[src/rtl/div_controller.sv]
// Sequencing wrapper for an unsigned iterative divider: RISC-V DIV/DIVU/REM/REMU with sign fix-up and bypasses.
// Latency: bypass 1 cycle after acceptance; normal START + divider cycles + FIX + 1; WAIT aborts after TIMEOUT_CYCLES.
// Backpressure: one op in flight, req_ready_o only in IDLE; the response is held in RESP until resp_ready_i.
module div_controller #(
    parameter int TIMEOUT_CYCLES = 64
) (
    input  logic        clk_i,
    input  logic        rst_i,
    input  logic        req_valid_i,
    output logic        req_ready_o,
    input  logic [1:0]  op_i,
    input  logic [31:0] rs1_i,
    input  logic [31:0] rs2_i,
    output logic        resp_valid_o,
    input  logic        resp_ready_i,
    output logic [31:0] result_o,
    output logic        err_o,
    output logic        busy_o,
    output logic        div_start_o,
    output logic [31:0] div_num_o,
    output logic [31:0] div_den_o,
    input  logic [31:0] div_quot_i,
    input  logic [31:0] div_rem_i,
    input  logic        div_done_i
);

    localparam int CW = $clog2(TIMEOUT_CYCLES + 1);

    typedef enum logic [2:0] {S_IDLE, S_START, S_WAIT, S_FIX, S_RESP} state_t;

    state_t        state_q, state_d;
    logic [1:0]    op_q;
    logic          rs1_neg_q, rs2_neg_q;
    logic [31:0]   num_q, den_q, quot_q, rem_q, result_q;
    logic          err_q;
    logic [CW-1:0] cnt_q;

    logic          accept, is_signed, div_zero, ovf, bypass, timeout;
    logic [31:0]   bypass_res, fix_res;

    function automatic logic [31:0] neg32(input logic [31:0] x);
        return ~x + 32'd1;
    endfunction

    assign accept    = req_valid_i && (state_q == S_IDLE);
    assign is_signed = ~op_i[0];
    assign div_zero  = (rs2_i == 32'd0);
    assign ovf       = is_signed && (rs1_i == 32'h8000_0000) && (rs2_i == 32'hFFFF_FFFF);
    assign bypass    = div_zero || ovf;
    assign timeout   = (cnt_q == CW'(TIMEOUT_CYCLES - 1));

    // Divide-by-zero takes precedence; ovf cannot coincide with it anyway.
    assign bypass_res = div_zero ? (op_i[1] ? rs1_i : 32'hFFFF_FFFF)
                                 : (op_i[1] ? 32'd0 : 32'h8000_0000);

    always_comb begin
        fix_res = quot_q;
        case (op_q)
            2'b00:   fix_res = (rs1_neg_q ^ rs2_neg_q) ? neg32(quot_q) : quot_q;
            2'b01:   fix_res = quot_q;
            2'b10:   fix_res = rs1_neg_q ? neg32(rem_q) : rem_q;
            default: fix_res = rem_q;
        endcase
    end

    always_ff @(posedge clk_i) begin
        if (rst_i) state_q <= S_IDLE;
        else       state_q <= state_d;
    end

    always_comb begin
        state_d = state_q;
        case (state_q)
            S_IDLE:  if (accept) state_d = bypass ? S_RESP : S_START;
            S_START: state_d = S_WAIT;
            S_WAIT:  if (div_done_i) state_d = S_FIX;
                     else if (timeout) state_d = S_RESP;
            S_FIX:   state_d = S_RESP;
            S_RESP:  if (resp_ready_i) state_d = S_IDLE;
            default: state_d = S_IDLE;
        endcase
    end

    always_ff @(posedge clk_i) begin
        if (rst_i) begin
            op_q      <= 2'b00;
            rs1_neg_q <= 1'b0;
            rs2_neg_q <= 1'b0;
            num_q     <= 32'd0;
            den_q     <= 32'd0;
            quot_q    <= 32'd0;
            rem_q     <= 32'd0;
            result_q  <= 32'd0;
            err_q     <= 1'b0;
            cnt_q     <= '0;
        end else begin
            case (state_q)
                S_IDLE: begin
                    cnt_q <= '0;
                    if (accept) begin
                        op_q      <= op_i;
                        rs1_neg_q <= is_signed && rs1_i[31];
                        rs2_neg_q <= is_signed && rs2_i[31];
                        num_q     <= (is_signed && rs1_i[31]) ? neg32(rs1_i) : rs1_i;
                        den_q     <= (is_signed && rs2_i[31]) ? neg32(rs2_i) : rs2_i;
                        result_q  <= bypass_res;
                        err_q     <= 1'b0;
                    end
                end
                S_WAIT: begin
                    cnt_q <= cnt_q + CW'(1);
                    if (div_done_i) begin
                        quot_q <= div_quot_i;
                        rem_q  <= div_rem_i;
                    end else if (timeout) begin
                        result_q <= 32'd0;
                        err_q    <= 1'b1;
                    end
                end
                S_FIX: begin
                    result_q <= fix_res;
                    err_q    <= 1'b0;
                end
                default: ;
            endcase
        end
    end

    // Outputs are forced quiet while rst_i is high, even before the reset edge lands.
    always_comb begin
        req_ready_o  = 1'b0;
        resp_valid_o = 1'b0;
        result_o     = 32'd0;
        err_o        = 1'b0;
        busy_o       = 1'b0;
        div_start_o  = 1'b0;
        div_num_o    = 32'd0;
        div_den_o    = 32'd0;
        if (!rst_i) begin
            busy_o = (state_q != S_IDLE);
            case (state_q)
                S_IDLE:  req_ready_o = 1'b1;
                S_START: begin
                    div_start_o = 1'b1;
                    div_num_o   = num_q;
                    div_den_o   = den_q;
                end
                S_WAIT: begin
                    div_num_o = num_q;
                    div_den_o = den_q;
                end
                S_RESP: begin
                    resp_valid_o = 1'b1;
                    result_o     = result_q;
                    err_o        = err_q;
                end
                default: ;
            endcase
        end
    end

endmodule

[config.mk]
export PLATFORM = sky130hd
export DESIGN_NAME = div_controller
export DESIGN_NICKNAME = d
export VERILOG_FILES = /design/src/rtl/div_controller.sv
export SDC_FILE = /design/constraint.sdc
export NUM_CORES = 1
export LEC_CHECK = 0
export BUFFER_PORTS_ARGS = -buffer_cell sky130_fd_sc_hd__buf_2
export CAP_MARGIN = 0
export CORE_MARGIN = 2
export CORE_UTILIZATION = 50
export DETAILED_ROUTE_END_ITERATION = 8
export GPL_ROUTABILITY_DRIVEN = 0
export HOLD_SLACK_MARGIN = 0.1
export PLACE_DENSITY = 0.82
export SLEW_MARGIN = 20
export SYNTH_ARGS = -nofsm -noshare
export SYNTH_HDL_FRONTEND = slang
export SYNTH_SLANG_ARGS = --single-unit
[constraint.sdc]
create_clock -name clk_i -period 3.6 [get_ports clk_i]
set_input_delay 0.72 -clock clk_i [delete_from_list [all_inputs] [get_ports clk_i]]
set_output_delay 0.72 -clock clk_i [all_outputs]
set_load 0.05 [all_outputs]
Word-level counts from Yosys, hierarchy flattened:

Index checks and enable logic that the tools add are counted.
Widths: inputs -> output; s select.

* register bits after elaboration: 175
* input port bits: 135

* add/subtract/negate cells: 5
* eq/ne operators: 14
* reductions and logical operators: 17
* bitwise gates (word level): 6
* mux-type cells: 38

Operators by type and width (number)
* $mux 32: 16
* $pmux 32 s3: 2
* $add 32x1->32 const B: 4
* $not 32->32: 4
* $eq 32x32->1 const B: 2
* $logic_not 32->1: 1
* $mux 3: 5
* $pmux 3 s5: 1
* $pmux 7 s2: 1
* $mux 1: 12
* $ne 2x2->1 const B: 4
* $add 7x1->7 const B: 1
* $eq 7x6->1 const B: 1
* $eq 3x2->1 const B: 2
* $reduce_bool 3->1: 2
* $logic_and 1x1->1: 5
* $reduce_and 2->1: 2
* $reduce_and 4->1: 1
* $eq 3x1->1 const B: 1
* $eq 3x3->1 const B: 1
* $logic_not 3->1: 1
* $ne 3x3->1 const B: 1
* $pmux 1 s3: 1
* $reduce_and 3->1: 1
* other kinds (8): 8

Depth between registers and ports, before layout:

* depth in word-level cells: 7
* depth in mapped cells: 9

Worst setup path before layout:

No wires, ideal clock.

* path type: input -> output
* start: in rst_i
* end: out req_ready_o
* stages on the path: 4
* buffers on the path: 3
* path slack: 0.127 ns
* data required time: 2.880 ns
* data arrival time: 2.753 ns
* cell sequence: clkbuf_1 clkbuf_1 clkbuf_1 nor4_1

* word-level cells in the longest chain between the ends: 1

RTL lines
* start: declaration: line 8 `input logic rst_i,`
* $mux 1: line 139 `if (!rst_i) begin`
* end: declaration: line 10 `output logic req_ready_o,`

No other way between the ends.

Worst setup path in the final report:

* start: reg state_q[1]
* end: out div_den_o[10]

* word-level cells in the longest chain between the ends: 4
* elaborated cells on any way between the ends: 5

RTL lines
* start: declaration: line 31 `state_t state_q, state_d;`
* start signal: assignment: line 68 `else state_q <= state_d;`
* $eq 3x2->1 or $eq 3x1->1 (tied branches): line 141 `case (state_q)`
* $reduce_or 2->1 (no line) *
* $mux 32 *: line 141
* $mux 32 *: line 139
* end: declaration: line 21 `output logic [31:0] div_den_o,`

Mark *: on every way between the ends. The rest lies on a longest branch, timed or not.

==> impl_results.md <==
* Crit-path max FO at 64
* Bufs on Longest Clock Path at 2
* Post-Syn Area at about 10000 um2
* Skew-Pair Late Insertion Delay at roughly 440 ps
* Largest cells by area after synthesis: dfxtp_1 (34%), nand2_1 (7.6%), a21oi_1 (6.5%)
* Worst Path Required at between 2000 and 3000 ps
* Register area share after synthesis at 0.336
* CP delay by family, top: buffers and inverters
* CP Capture Type: output port
* Slew Limit Fails at 0
* Reg2reg path depth at 7
* Worst hold path class: flip-flop to flip-flop
* Worst setup SP type: flip-flop
* Crit Path Class: flip-flop to output port
* Vias at around 11000
* Rows at between 50 and 60
* WL/cell at approximately 17 um
* GRT Total Usage at 0.286
* WL final at 32.5 mm
* Worst Hold Path Cells at 2
* Post_cts resized at 0
* Clock slew at reported path FFs at 60 ps
* CP arrival at 2550 ps
* Post-Synthesis Cells at ~1400
* NumNets Final at roughly 1700
* CTS buffer count at 17
* Ys Warns at 0
* Final setup viols at 0
* Leakage at 4.97 nW
* Fill cells at between 1500 and 2000
* CTS tree: done
* Via density at roughly 5.9
* Largest net degree at the start of global routing at 74
* Synth-to-Final Area Change at 18.9%
* Final hold vios at 0
* Number of global-route vias before repair at between 9000 and 10000
* Ys flop type: dfxtp_1
* Flop-to-flop setup slack at between 700 and 800 ps
* Peak supply drop at approximately 390 uV
* Final Cell Area at roughly 12000 um2
* Slew at the pin closest to its max-slew limit at about 1100 ps
* Post-synth top area cell: dfxtp_1
* Die Ht at ~150 um
* Synth Area in XOR/XNOR at 0.0891
* Post-route minimum period at 3270 ps
* Top-count cell post-synth: nand2_1
* DP Wirelength at roughly 24 mm
* Antenna violations before repair at 2
* Port Buf Inserts at around 240
* Pwr dens at 562 nW/um2
* Die Wd at around 150 um
* Placed cell areas at around 12000 um2
* Fin util at 0.609
* Yosys top cell area share at 0.336
* CP cell instances: nand2_1 > a211oi_4 > buf_4 > and2_1 > buf_2
* Initial Util at 0.512
* Share of layout cells above drive strength 1 at 0.193
* Post-CTS setup buffers at 0
* Slowest stage cell, crit path: dfxtp_1
* Min-delay src: num_q[29]
* Post-Syn Area per Cell at about 7.4 um2
* Top Ports at approximately 240
* Die area at between 20000 and 25000 um2
* Total core area at between 20000 and 25000 um2
* Post-synth EDFFs at 0
* Post-synthesis simple-gate area fraction at 0.290
* Setup TNS at 0 ps
* Buffers & Inverters on Critical Path at 2
* Number of DRC markers in iteration 0 at roughly 1100
* Area of the multi-input gates at roughly 6500 um2
* DRC at 0
* Syn Nets at 1554
* R2R Path End: result_q[19]
* Clk sinks at between 150 and 200
* # hold bufs at CTS at 0
* Worst reg2reg startpoint: rem_q[9]
* Largest family of logic cells by synthesized area: simple AND/OR/NAND/NOR gates
* Root Buffer: clkbuf_16
* Post-synth top cells: nand2_1 (212), dfxtp_1 (175), nor2_1 (151)
* Yosys reg bits at between 150 and 200
* Final hold slack at 448 ps
* Min-Delay Endpoint: num_q[29]
* Compound-Gate Fraction of Synth Area at 0.224
* Crit-path max cell delay at 620 ps
* Unrepaired setup endpoints after global routing: false
* First-pass GRT wire length at slightly above 50 mm
* Worst Skew at between 10 and 15 ps
* H-Tree Depth at 4
* Peak Freq at about 300 MHz
* Gr ovfl total at 0
* Worst slew margin relative to its limit at 0.246
* Register Area at 3500 um2
* Status: finished clean
* Final ANT Viol Nets at 0
* Library cells used by synthesis at 64
* Part of the cycle the worst path needs at 0.909
* Max-cap violations at 0
* DRT Pass-1 Iters at 6
* Post-synthesis adder-cell area fraction at 0.00720
* Post-synth ARST share at 0
* Mux share of post-synthesis cell area at 0.00876
-- flip-flops by register name, indices dropped and copies added, names as in the netlist, 2 cells and up --
register  count
cnt_q         7
quot_q       32
result_q     32
num_q        32
rem_q        32
state_q       3
op_q          2
den_q        32
-- logic make-up after synthesis --
family,after synthesis
AO/OA/AOI/OAI,371
buffers and inverters,119
multiplexers,9
XOR/XNOR,106
flip-flops,175
AND/OR/NAND/NOR,627
adder cells (fa/ha/maj),6
-- area by class of cell --
class,instances,share of cell area
Multi-Input combinational cell,1119,0.523
Antenna cell,3,0.000606
Timing Repair Buffer,261,0.111
Tap cell,270,0.0273
Inverter,19,0.00575
Clock inverter,12,0.0121
Sequential cell,175,0.283
Clock buffer,20,0.0377
-- per-layer routing --
| metal | vias to the layer above | track usage | share of wire |
|---|---|---|---|
| li1 | 5339 | - | - |
| met1 | 5072 | 0.380 | 0.41 |
| met2 | 569 | 0.449 | 0.45 |
| met3 | 87 | 0.0672 | 0.10 |
| met4 | 0 | 0.116 | 0.037 |
| met5 | - | 0 | 0 |
-- metrics by stage --
| step | total power [mW] | worst slack, ps | cells |
|---|---|---|---|
| after floorplan | 4.33 | 127 | 1413 |
| after global placement | 4.94 | 230 | 1844 |
| after detailed placement | 5.01 | 200 | 1844 |
| after CTS | 6.93 | 351 | 1876 |
| after global routing | 7.34 | 178 | 1878 |
| final | 6.97 | 326 | 1879 |
-- worst min-delay path, stage by stage, from the launching register on --
cell and delay [ps]:
dfxtp_1 320, nand2_1 40, o21ai_0 60
-- power by group --
part | switching (mW) | total (mW) | internal, mW | leakage [nW]
registers | 0.277 | 2.55 | 2.27 | 1.43
logic | 1.65 | 2.48 | 0.836 | 3.24
clock network | 0.840 | 1.94 | 1.10 | 0.303
-- how the worst max path moves through the flow --
stage	startpoint	end	slack (ps)	depth (start not counted)
floorplan	rst_i	req_ready_o	130	4
global placement	rs1_i[0]	num_q[26]	230	10
detailed placement	rs1_i[0]	num_q[26]	200	10
CTS	state_q[1]	div_num_o[30]	350	5
global route	state_q[1]	div_den_o[10]	180	5
finish	state_q[1]	div_den_o[10]	330	5
-- cells in the final DEF (no fill, tap or decap), drive strengths merged, types with 22 or more instances in the layout --
| cell type | n |
|---|---|
| o21ai | 70 |
| a211oi | 50 |
| xor2 | 52 |
| inv | 22 |
| buf | 261 |
| xnor2 | 54 |
| dfxtp | 175 |
| nand2 | 212 |
| a21oi | 136 |
| and2 | 99 |
| nor2 | 152 |
| nor3 | 54 |
No activity file was read; power rests on OpenSTA's default activity.
